==> src/rtl/comm_link_seq_if.sv <==
// -----------------------------------------------------------------------------
// comm_link_seq_if
// Bundle of the per-sample signals exchanged between the comm-loop sequencer
// and its surroundings (sample source, PCM encoder, PCM decoder, statistics).
//
// Modports:
//   master : the system side. It drives sample_tick, data_in and dec_data,
//            and observes every sequencer output.
//   slave  : the sequencer side (comm_link_seq). It receives the strobe, the
//            raw sample and the recovered sample. It drives tx_load, tx_data,
//            dec_enable, rx_valid, rx_data, busy, overrun, frame_cnt and
//            err_cnt.
//
// Parameter CNT_W must match the CNT_W of the attached comm_link_seq.
// -----------------------------------------------------------------------------
interface comm_link_seq_if #(
  parameter int CNT_W = 16
);
  logic             sample_tick;
  logic [7:0]       data_in;
  logic [7:0]       dec_data;
  logic             tx_load;
  logic [7:0]       tx_data;
  logic             dec_enable;
  logic             rx_valid;
  logic [7:0]       rx_data;
  logic             busy;
  logic             overrun;
  logic [CNT_W-1:0] frame_cnt;
  logic [CNT_W-1:0] err_cnt;

  modport master (
    output sample_tick, data_in, dec_data,
    input  tx_load, tx_data, dec_enable, rx_valid, rx_data,
           busy, overrun, frame_cnt, err_cnt
  );

  modport slave (
    input  sample_tick, data_in, dec_data,
    output tx_load, tx_data, dec_enable, rx_valid, rx_data,
           busy, overrun, frame_cnt, err_cnt
  );
endinterface

==> src/rtl/comm_link_seq.sv <==
// -----------------------------------------------------------------------------
// comm_link_seq
// Per-sample frame sequencer for the PCM -> Hamming -> FSK -> demod -> PCM
// decode loop. Each accepted sample_tick does the following, in order:
//   1. Latches data_in into tx_data and pulses tx_load.
//   2. Waits the link latency.
//   3. Pulses dec_enable.
//   4. Waits the decoder latency, then captures dec_data into rx_data and
//      pulses rx_valid.
// The latency from sample_tick to rx_valid is LINK_LAT + DEC_LAT + 2 cycles.
//
// Ports:
//   sysclk : system clock; all logic runs on its rising edge.
//   reset  : synchronous, active-low reset.
//   bus    : comm_link_seq_if.slave. It carries:
//              - the sample strobe and the raw and recovered samples;
//              - the load and enable pulses;
//              - the captured sample and the busy/overrun flags;
//              - the saturating frame and bit-error counters.
//
// Parameters:
//   LINK_LAT : cycles from tx_load to the dec_enable cycle (2..1023).
//   DEC_LAT  : cycles from dec_enable to dec_data valid (1..15).
//   CNT_W    : width of the statistic counters (>= 4).
//
// Optional feature, macro LOOPBACK_CHECK_EN:
//   When the macro is defined, each frame adds popcount(tx_data ^ dec_data)
//   to err_cnt in the capture cycle, saturating.
//   When the macro is not defined, err_cnt is constant 0 and no comparator
//   logic exists.
// -----------------------------------------------------------------------------
module comm_link_seq #(
  parameter int LINK_LAT = 64,
  parameter int DEC_LAT  = 2,
  parameter int CNT_W    = 16
) (
  input  logic           sysclk,
  input  logic           reset,
  comm_link_seq_if.slave bus
);

  typedef enum logic [2:0] {
    IDLE = 3'd0,
    LOAD = 3'd1,
    LINK = 3'd2,
    DEC  = 3'd3,
    CAPT = 3'd4
  } state_t;

  // LINK spans LINK_LAT-1 cycles (counter 0..LINK_LAT-2). The counter would
  // reach LINK_LAT-1 on the transition to DEC. That places dec_enable exactly
  // LINK_LAT cycles after the tx_load cycle.
  localparam logic [9:0]       LINK_LAST = 10'(LINK_LAT - 2);
  localparam logic [9:0]       DEC_LAST  = 10'(DEC_LAT - 1);
  localparam logic [CNT_W-1:0] CNT_MAX   = {CNT_W{1'b1}};

  state_t           state_r;
  logic [9:0]       wait_r;
  logic             tx_load_r;
  logic [7:0]       tx_data_r;
  logic             dec_enable_r;
  logic             rx_valid_r;
  logic [7:0]       rx_data_r;
  logic             busy_r;
  logic             overrun_r;
  logic [CNT_W-1:0] frame_cnt_r;

  // Saturating increment for the frame counter.
  function automatic logic [CNT_W-1:0] sat_inc(input logic [CNT_W-1:0] v);
    if (v == CNT_MAX) begin
      return v;
    end else begin
      return v + {{(CNT_W-1){1'b0}}, 1'b1};
    end
  endfunction

`ifdef LOOPBACK_CHECK_EN
  logic [CNT_W-1:0] err_cnt_r;

  // Number of differing bits between the sent and the recovered sample.
  function automatic logic [3:0] popcount8(input logic [7:0] v);
    logic [3:0] n;
    n = 4'd0;
    for (int i = 0; i < 8; i++) begin
      n = n + {3'd0, v[i]};
    end
    return n;
  endfunction

  // Saturating add of a 0..8 error count onto the error counter.
  function automatic logic [CNT_W-1:0] sat_add(input logic [CNT_W-1:0] a,
                                               input logic [3:0]       b);
    logic [CNT_W:0] s;
    s = {1'b0, a} + {{(CNT_W-3){1'b0}}, b};
    if (s[CNT_W]) begin
      return CNT_MAX;
    end else begin
      return s[CNT_W-1:0];
    end
  endfunction
`endif

  // Frame sequencer FSM with registered pulses, flags and statistics.
  always_ff @(posedge sysclk) begin
    if (!reset) begin
      state_r      <= IDLE;
      wait_r       <= 10'd0;
      tx_load_r    <= 1'b0;
      tx_data_r    <= 8'd0;
      dec_enable_r <= 1'b0;
      rx_valid_r   <= 1'b0;
      rx_data_r    <= 8'd0;
      busy_r       <= 1'b0;
      overrun_r    <= 1'b0;
      frame_cnt_r  <= {CNT_W{1'b0}};
`ifdef LOOPBACK_CHECK_EN
      err_cnt_r    <= {CNT_W{1'b0}};
`endif
    end else begin
      // Pulse outputs default low; the state that owns a pulse raises it.
      tx_load_r    <= 1'b0;
      dec_enable_r <= 1'b0;
      rx_valid_r   <= 1'b0;

      // A tick during an active frame is dropped and flagged (sticky).
      if (bus.sample_tick && (state_r != IDLE)) begin
        overrun_r <= 1'b1;
      end

      case (state_r)
        IDLE: begin
          if (bus.sample_tick) begin
            tx_data_r <= bus.data_in;
            tx_load_r <= 1'b1;
            busy_r    <= 1'b1;
            state_r   <= LOAD;
          end
        end
        LOAD: begin
          wait_r  <= 10'd0;
          state_r <= LINK;
        end
        LINK: begin
          if (wait_r == LINK_LAST) begin
            dec_enable_r <= 1'b1;
            state_r      <= DEC;
          end else begin
            wait_r <= wait_r + 10'd1;
          end
        end
        DEC: begin
          wait_r  <= 10'd0;
          state_r <= CAPT;
        end
        CAPT: begin
          if (wait_r == DEC_LAST) begin
            rx_data_r   <= bus.dec_data;
            rx_valid_r  <= 1'b1;
            frame_cnt_r <= sat_inc(frame_cnt_r);
`ifdef LOOPBACK_CHECK_EN
            err_cnt_r   <= sat_add(err_cnt_r, popcount8(tx_data_r ^ bus.dec_data));
`endif
            busy_r      <= 1'b0;
            state_r     <= IDLE;
          end else begin
            wait_r <= wait_r + 10'd1;
          end
        end
        default: begin
          wait_r  <= 10'd0;
          busy_r  <= 1'b0;
          state_r <= IDLE;
        end
      endcase
    end
  end

  assign bus.tx_load    = tx_load_r;
  assign bus.tx_data    = tx_data_r;
  assign bus.dec_enable = dec_enable_r;
  assign bus.rx_valid   = rx_valid_r;
  assign bus.rx_data    = rx_data_r;
  assign bus.busy       = busy_r;
  assign bus.overrun    = overrun_r;
  assign bus.frame_cnt  = frame_cnt_r;
`ifdef LOOPBACK_CHECK_EN
  assign bus.err_cnt    = err_cnt_r;
`else
  assign bus.err_cnt    = {CNT_W{1'b0}};
`endif

endmodule

==> src/flat_wrapper.sv <==
// flat-port wrapper written by rule: the top's interface ports become plain ports
module comm_link_seq_flat 
#(
  parameter int LINK_LAT = 64,
  parameter int DEC_LAT  = 2,
  parameter int CNT_W    = 16
)
  (sysclk, reset, bus_sample_tick, bus_data_in, bus_dec_data, bus_tx_load, bus_tx_data, bus_dec_enable, bus_rx_valid, bus_rx_data, bus_busy, bus_overrun, bus_frame_cnt, bus_err_cnt);
  comm_link_seq_if #(.CNT_W(CNT_W)) bus_i ();
  input  logic sysclk;
  input  logic reset;
  input wire logic [$bits(bus_i.sample_tick)-1:0] bus_sample_tick;
  input wire logic [$bits(bus_i.data_in)-1:0] bus_data_in;
  input wire logic [$bits(bus_i.dec_data)-1:0] bus_dec_data;
  output wire logic [$bits(bus_i.tx_load)-1:0] bus_tx_load;
  output wire logic [$bits(bus_i.tx_data)-1:0] bus_tx_data;
  output wire logic [$bits(bus_i.dec_enable)-1:0] bus_dec_enable;
  output wire logic [$bits(bus_i.rx_valid)-1:0] bus_rx_valid;
  output wire logic [$bits(bus_i.rx_data)-1:0] bus_rx_data;
  output wire logic [$bits(bus_i.busy)-1:0] bus_busy;
  output wire logic [$bits(bus_i.overrun)-1:0] bus_overrun;
  output wire logic [$bits(bus_i.frame_cnt)-1:0] bus_frame_cnt;
  output wire logic [$bits(bus_i.err_cnt)-1:0] bus_err_cnt;
  assign bus_i.sample_tick = bus_sample_tick;
  assign bus_i.data_in = bus_data_in;
  assign bus_i.dec_data = bus_dec_data;
  assign bus_tx_load = bus_i.tx_load;
  assign bus_tx_data = bus_i.tx_data;
  assign bus_dec_enable = bus_i.dec_enable;
  assign bus_rx_valid = bus_i.rx_valid;
  assign bus_rx_data = bus_i.rx_data;
  assign bus_busy = bus_i.busy;
  assign bus_overrun = bus_i.overrun;
  assign bus_frame_cnt = bus_i.frame_cnt;
  assign bus_err_cnt = bus_i.err_cnt;
  comm_link_seq #(.LINK_LAT(LINK_LAT), .DEC_LAT(DEC_LAT), .CNT_W(CNT_W)) u_core (.sysclk(sysclk), .reset(reset), .bus(bus_i));
endmodule
==> config.mk <==
export PLATFORM = sky130hd
export DESIGN_NAME = comm_link_seq_flat
export DESIGN_NICKNAME = d
export VERILOG_FILES = /design/src/rtl/comm_link_seq_if.sv /design/src/rtl/comm_link_seq.sv /design/src/flat_wrapper.sv
export SDC_FILE = /design/constraint.sdc
export NUM_CORES = 1
export LEC_CHECK = 0
export ABC_CLOCK_PERIOD_IN_PS = 1800
export CORE_ASPECT_RATIO = 1.4
export CORE_MARGIN = 2
export CORE_UTILIZATION = 40
export CTS_BUF_LIST = sky130_fd_sc_hd__clkbuf_8 sky130_fd_sc_hd__clkbuf_16
export DETAILED_ROUTE_END_ITERATION = 10
export PLACE_DENSITY_LB_ADDON = 0.25
export SYNTH_ARGS = -nofsm -noshare
export SYNTH_HDL_FRONTEND = slang
export SYNTH_SLANG_ARGS = --single-unit
==> constraint.sdc <==
create_clock -name sysclk -period 1.8 [get_ports sysclk]
set_clock_uncertainty 0.05 [all_clocks]
set_input_delay 0.18 -clock sysclk [delete_from_list [all_inputs] [get_ports sysclk]]
set_output_delay 0.18 -clock sysclk [all_outputs]
set_load 0.005 [all_outputs]
==> qor.csv <==
metric,value,unit
status,finished with violations,
violated checks,negative setup slack,
Die Wd,70.2,um
Port Buffers,55,
fin nets,398,
CP Class,reg -> reg,
max-cap violation count,0,
PwrDens,643,nW/um^2
met1 Use GR,0.199,
Max clock buf depth,2,
Crit-path slowest cell,or4_4,
total power draw,2.31,mW
Worst setup EP type,flip-flop,
Detail Route Antenna Nets,0,
startpoint types,flip-flop,
ys async rst share,0,
Initial Util,0.416,
Pre-antenna DRT Iters,4,
M3 GR Usage,0.0302,
initial DRC count,107,
detailed-route via count,2252,
"Req. time, crit path",2000,ps
Final setup viols,1,
CP peak stage delay,520,ps
RSZ-0062 raised after global routing,true,
Total Die Area,6790,um^2
Yosys warnings,0,
Max Freq,552,MHz
"FF+latch count, synth",50,
Final Slew Violations,0,
Mean Syn Cell Area,8.77,um^2
WL/cell,13.3,um
worst setup margin,-12.1,ps
vias per cell,5.05,
Die Ht,96.7,um
Syn-to-layout area delta,46.4,%
gpl congestion,0.857,
Pleak,1.41,nW
Synth Flop Type,dfxtp_1,
clk sinks,50,
global route overflow,0,
hold crit path type,in -> reg,
WL final,5940,um
H-tree depth,2,
Num CTS Buffers,5,
Synth top area share,0.408,
# hold bufs at CTS,0,
Post-synth EDFFs,0,
post-synthesis sequential area ratio,0.408,
CP Data Arrival Time,2010,ps
r2r startpoint,u_core.wait_r[0],
Top Usage Layer GRT,met2,
wire length of the first global-routing pass,9510,um
io pins,72,
DP HPWL,4360,um
worst setup path start,u_core.wait_r[0],
Util after Layout,0.609,
clock latency at the later pin of the worst-skew pair,310,ps
Synth cell types,47,
clk slew on worst S/H paths,100,ps
commonest cells in the netlist,"dfxtp_1, nand2_1, nor2_1, a21oi_1, buf_4",
"Hold Violations, Final",0,
hold_sp,bus_data_in[4],
std cell rows,33,
CTS tree,built,
CP cell instances,"inv_2, ha_4, and3_4, a32oi_4, o21ai_4, or4_4, a21oi_2",
Synth area leaders,"dfxtp_1, nand2_1, mux2i_1, buf_4, nor2_1",
vias in the first global route,2050,
most numerous cell in the Yosys netlist,dfxtp_1,
post-synth top area cell,dfxtp_1,
cell count after synthesis,280,
initial antenna violation count,0,
share of cells above drive strength 1,0.245,
"Max FO, Critical Path",6,
Peak VDD IR,0.381,mV
met2 Use GR,0.310,
total track usage,0.170,
CTS Root Cell,clkbuf_8,
total core area,5900,um^2
Antenna Cells,0,
post-layout min period,1810,ps
largest net degree at the start of global routing,24,
cell area after synthesis,2460,um^2
Residual DRC,0,
period utilization,1.01,
==> per-stage QoR <==
| step | cell area, um^2 | TNS [ps] | std cells | hold slack (ps) | setup slack (ps) |
|---|---|---|---|---|---|
| CTS | 3420 | -19.6 | 441 | 363 | -19.6 |
| global placement | 3280 | -13.2 | 433 | 392 | -13.2 |
| global route | 3590 | -843 | 446 | 370 | -118 |
| detailed placement | 3280 | -42.4 | 433 | 396 | -38.4 |
| finish | 3590 | -12.1 | 446 | 369 | -12.1 |
| floorplan | 2520 | -0.365 | 295 | 266 | -0.365 |
==> repair_timing <==
action                                 4_1_cts  5_1_grt
setup buffers                                1        5
setup endpoints to repair                    7       26
resized for setup                            8       30
endpoints found under the hold margin        0        0
pin swaps                                    6       14
==> final timing paths <==
kind                           endpoint  slack [ps]  cells past startpoint
setup / recovery       u_core.wait_r[7]         -10                      7
hold / removal    u_core.bus.tx_data[4]         370                      3
setup reg to reg       u_core.wait_r[7]         -10                      7
hold reg to reg   u_core.bus.tx_data[2]         410                      2
==> worst max-delay path, delay by kind of cell, from the launching register on <==
family                     cells  cell delay (ps)
and+or+nand+nor                2              700
adders and majority gates      1              140
AOI/OAI and AO/OA              3              460
DFF                            1              340
buffers and inverters          1               40
==> power by group <==
group | switching [mW] | internal, mW | leakage (nW) | total (mW)
Combinational | 0.165 | 0.175 | 0.943 | 0.339
Clock | 0.395 | 0.424 | 0.0563 | 0.818
Sequential | 0.0173 | 1.13 | 0.410 | 1.15
Total | 0.577 | 1.73 | 1.41 | 2.31
==> placed cells by master (no fill, tap or decap), drive strengths merged, types with 2 or more instances in the layout <==
master	instances
ha	4
o21ai	10
clkbuf	5
nand2	34
and2	2
a31oi	3
and3	3
buf	46
nor4b	3
nand2b	6
mux2i	12
nand3	13
or4	4
a21oi	18
clkdlybuf4s50	55
nor2	31
or3	5
nor3b	4
conb	16
nor4bb	2
dfxtp	50
nor3	7
inv	6
xnor2	11
nor4	5
nand4	6
and4	2
==> kinds of logic after synthesis <==
kind of cell | Yosys count | synth area share
adders and majority gates | 4 | 0.0204
and+or+nand+nor | 131 | 0.307
buffers and inverters | 33 | 0.0830
other | 1 | 0.00153
DFF | 50 | 0.408
xor gates and xnor gates | 12 | 0.0428
muxes | 12 | 0.0489
AOI/OAI and AO/OA | 37 | 0.0892
==> sequential cells by signal (all words and copies together) (netlist names) <==
name                   flops
u_core.bus.busy            1
u_core.bus.dec_enable      1
u_core.bus.frame_cnt      16
u_core.bus.overrun         1
u_core.bus.rx_data         8
u_core.bus.rx_valid        1
u_core.bus.tx_data         8
u_core.bus.tx_load         1
u_core.state_r             3
u_core.wait_r             10
==> cell type report <==
class                   count  area, um^2
multi-input cells         212        1450
inverters                   5        18.8
fillers                   499        2310
repair buffers            101         907
well taps                  70        87.6
clock inverters             3        48.8
flip-flops and latches     50        1010
clock buffers               5        68.8
==> layer usage <==
metal | routed length [um] | share of wire | vias to the layer above
met5 | 0 | 0 | -
met4 | 67 | 0.011 | 0
met3 | 198 | 0.033 | 7
met2 | 3340 | 0.56 | 52
met1 | 2340 | 0.39 | 1064
li1 | - | - | 1129
(Power assumes the default switching activity.)
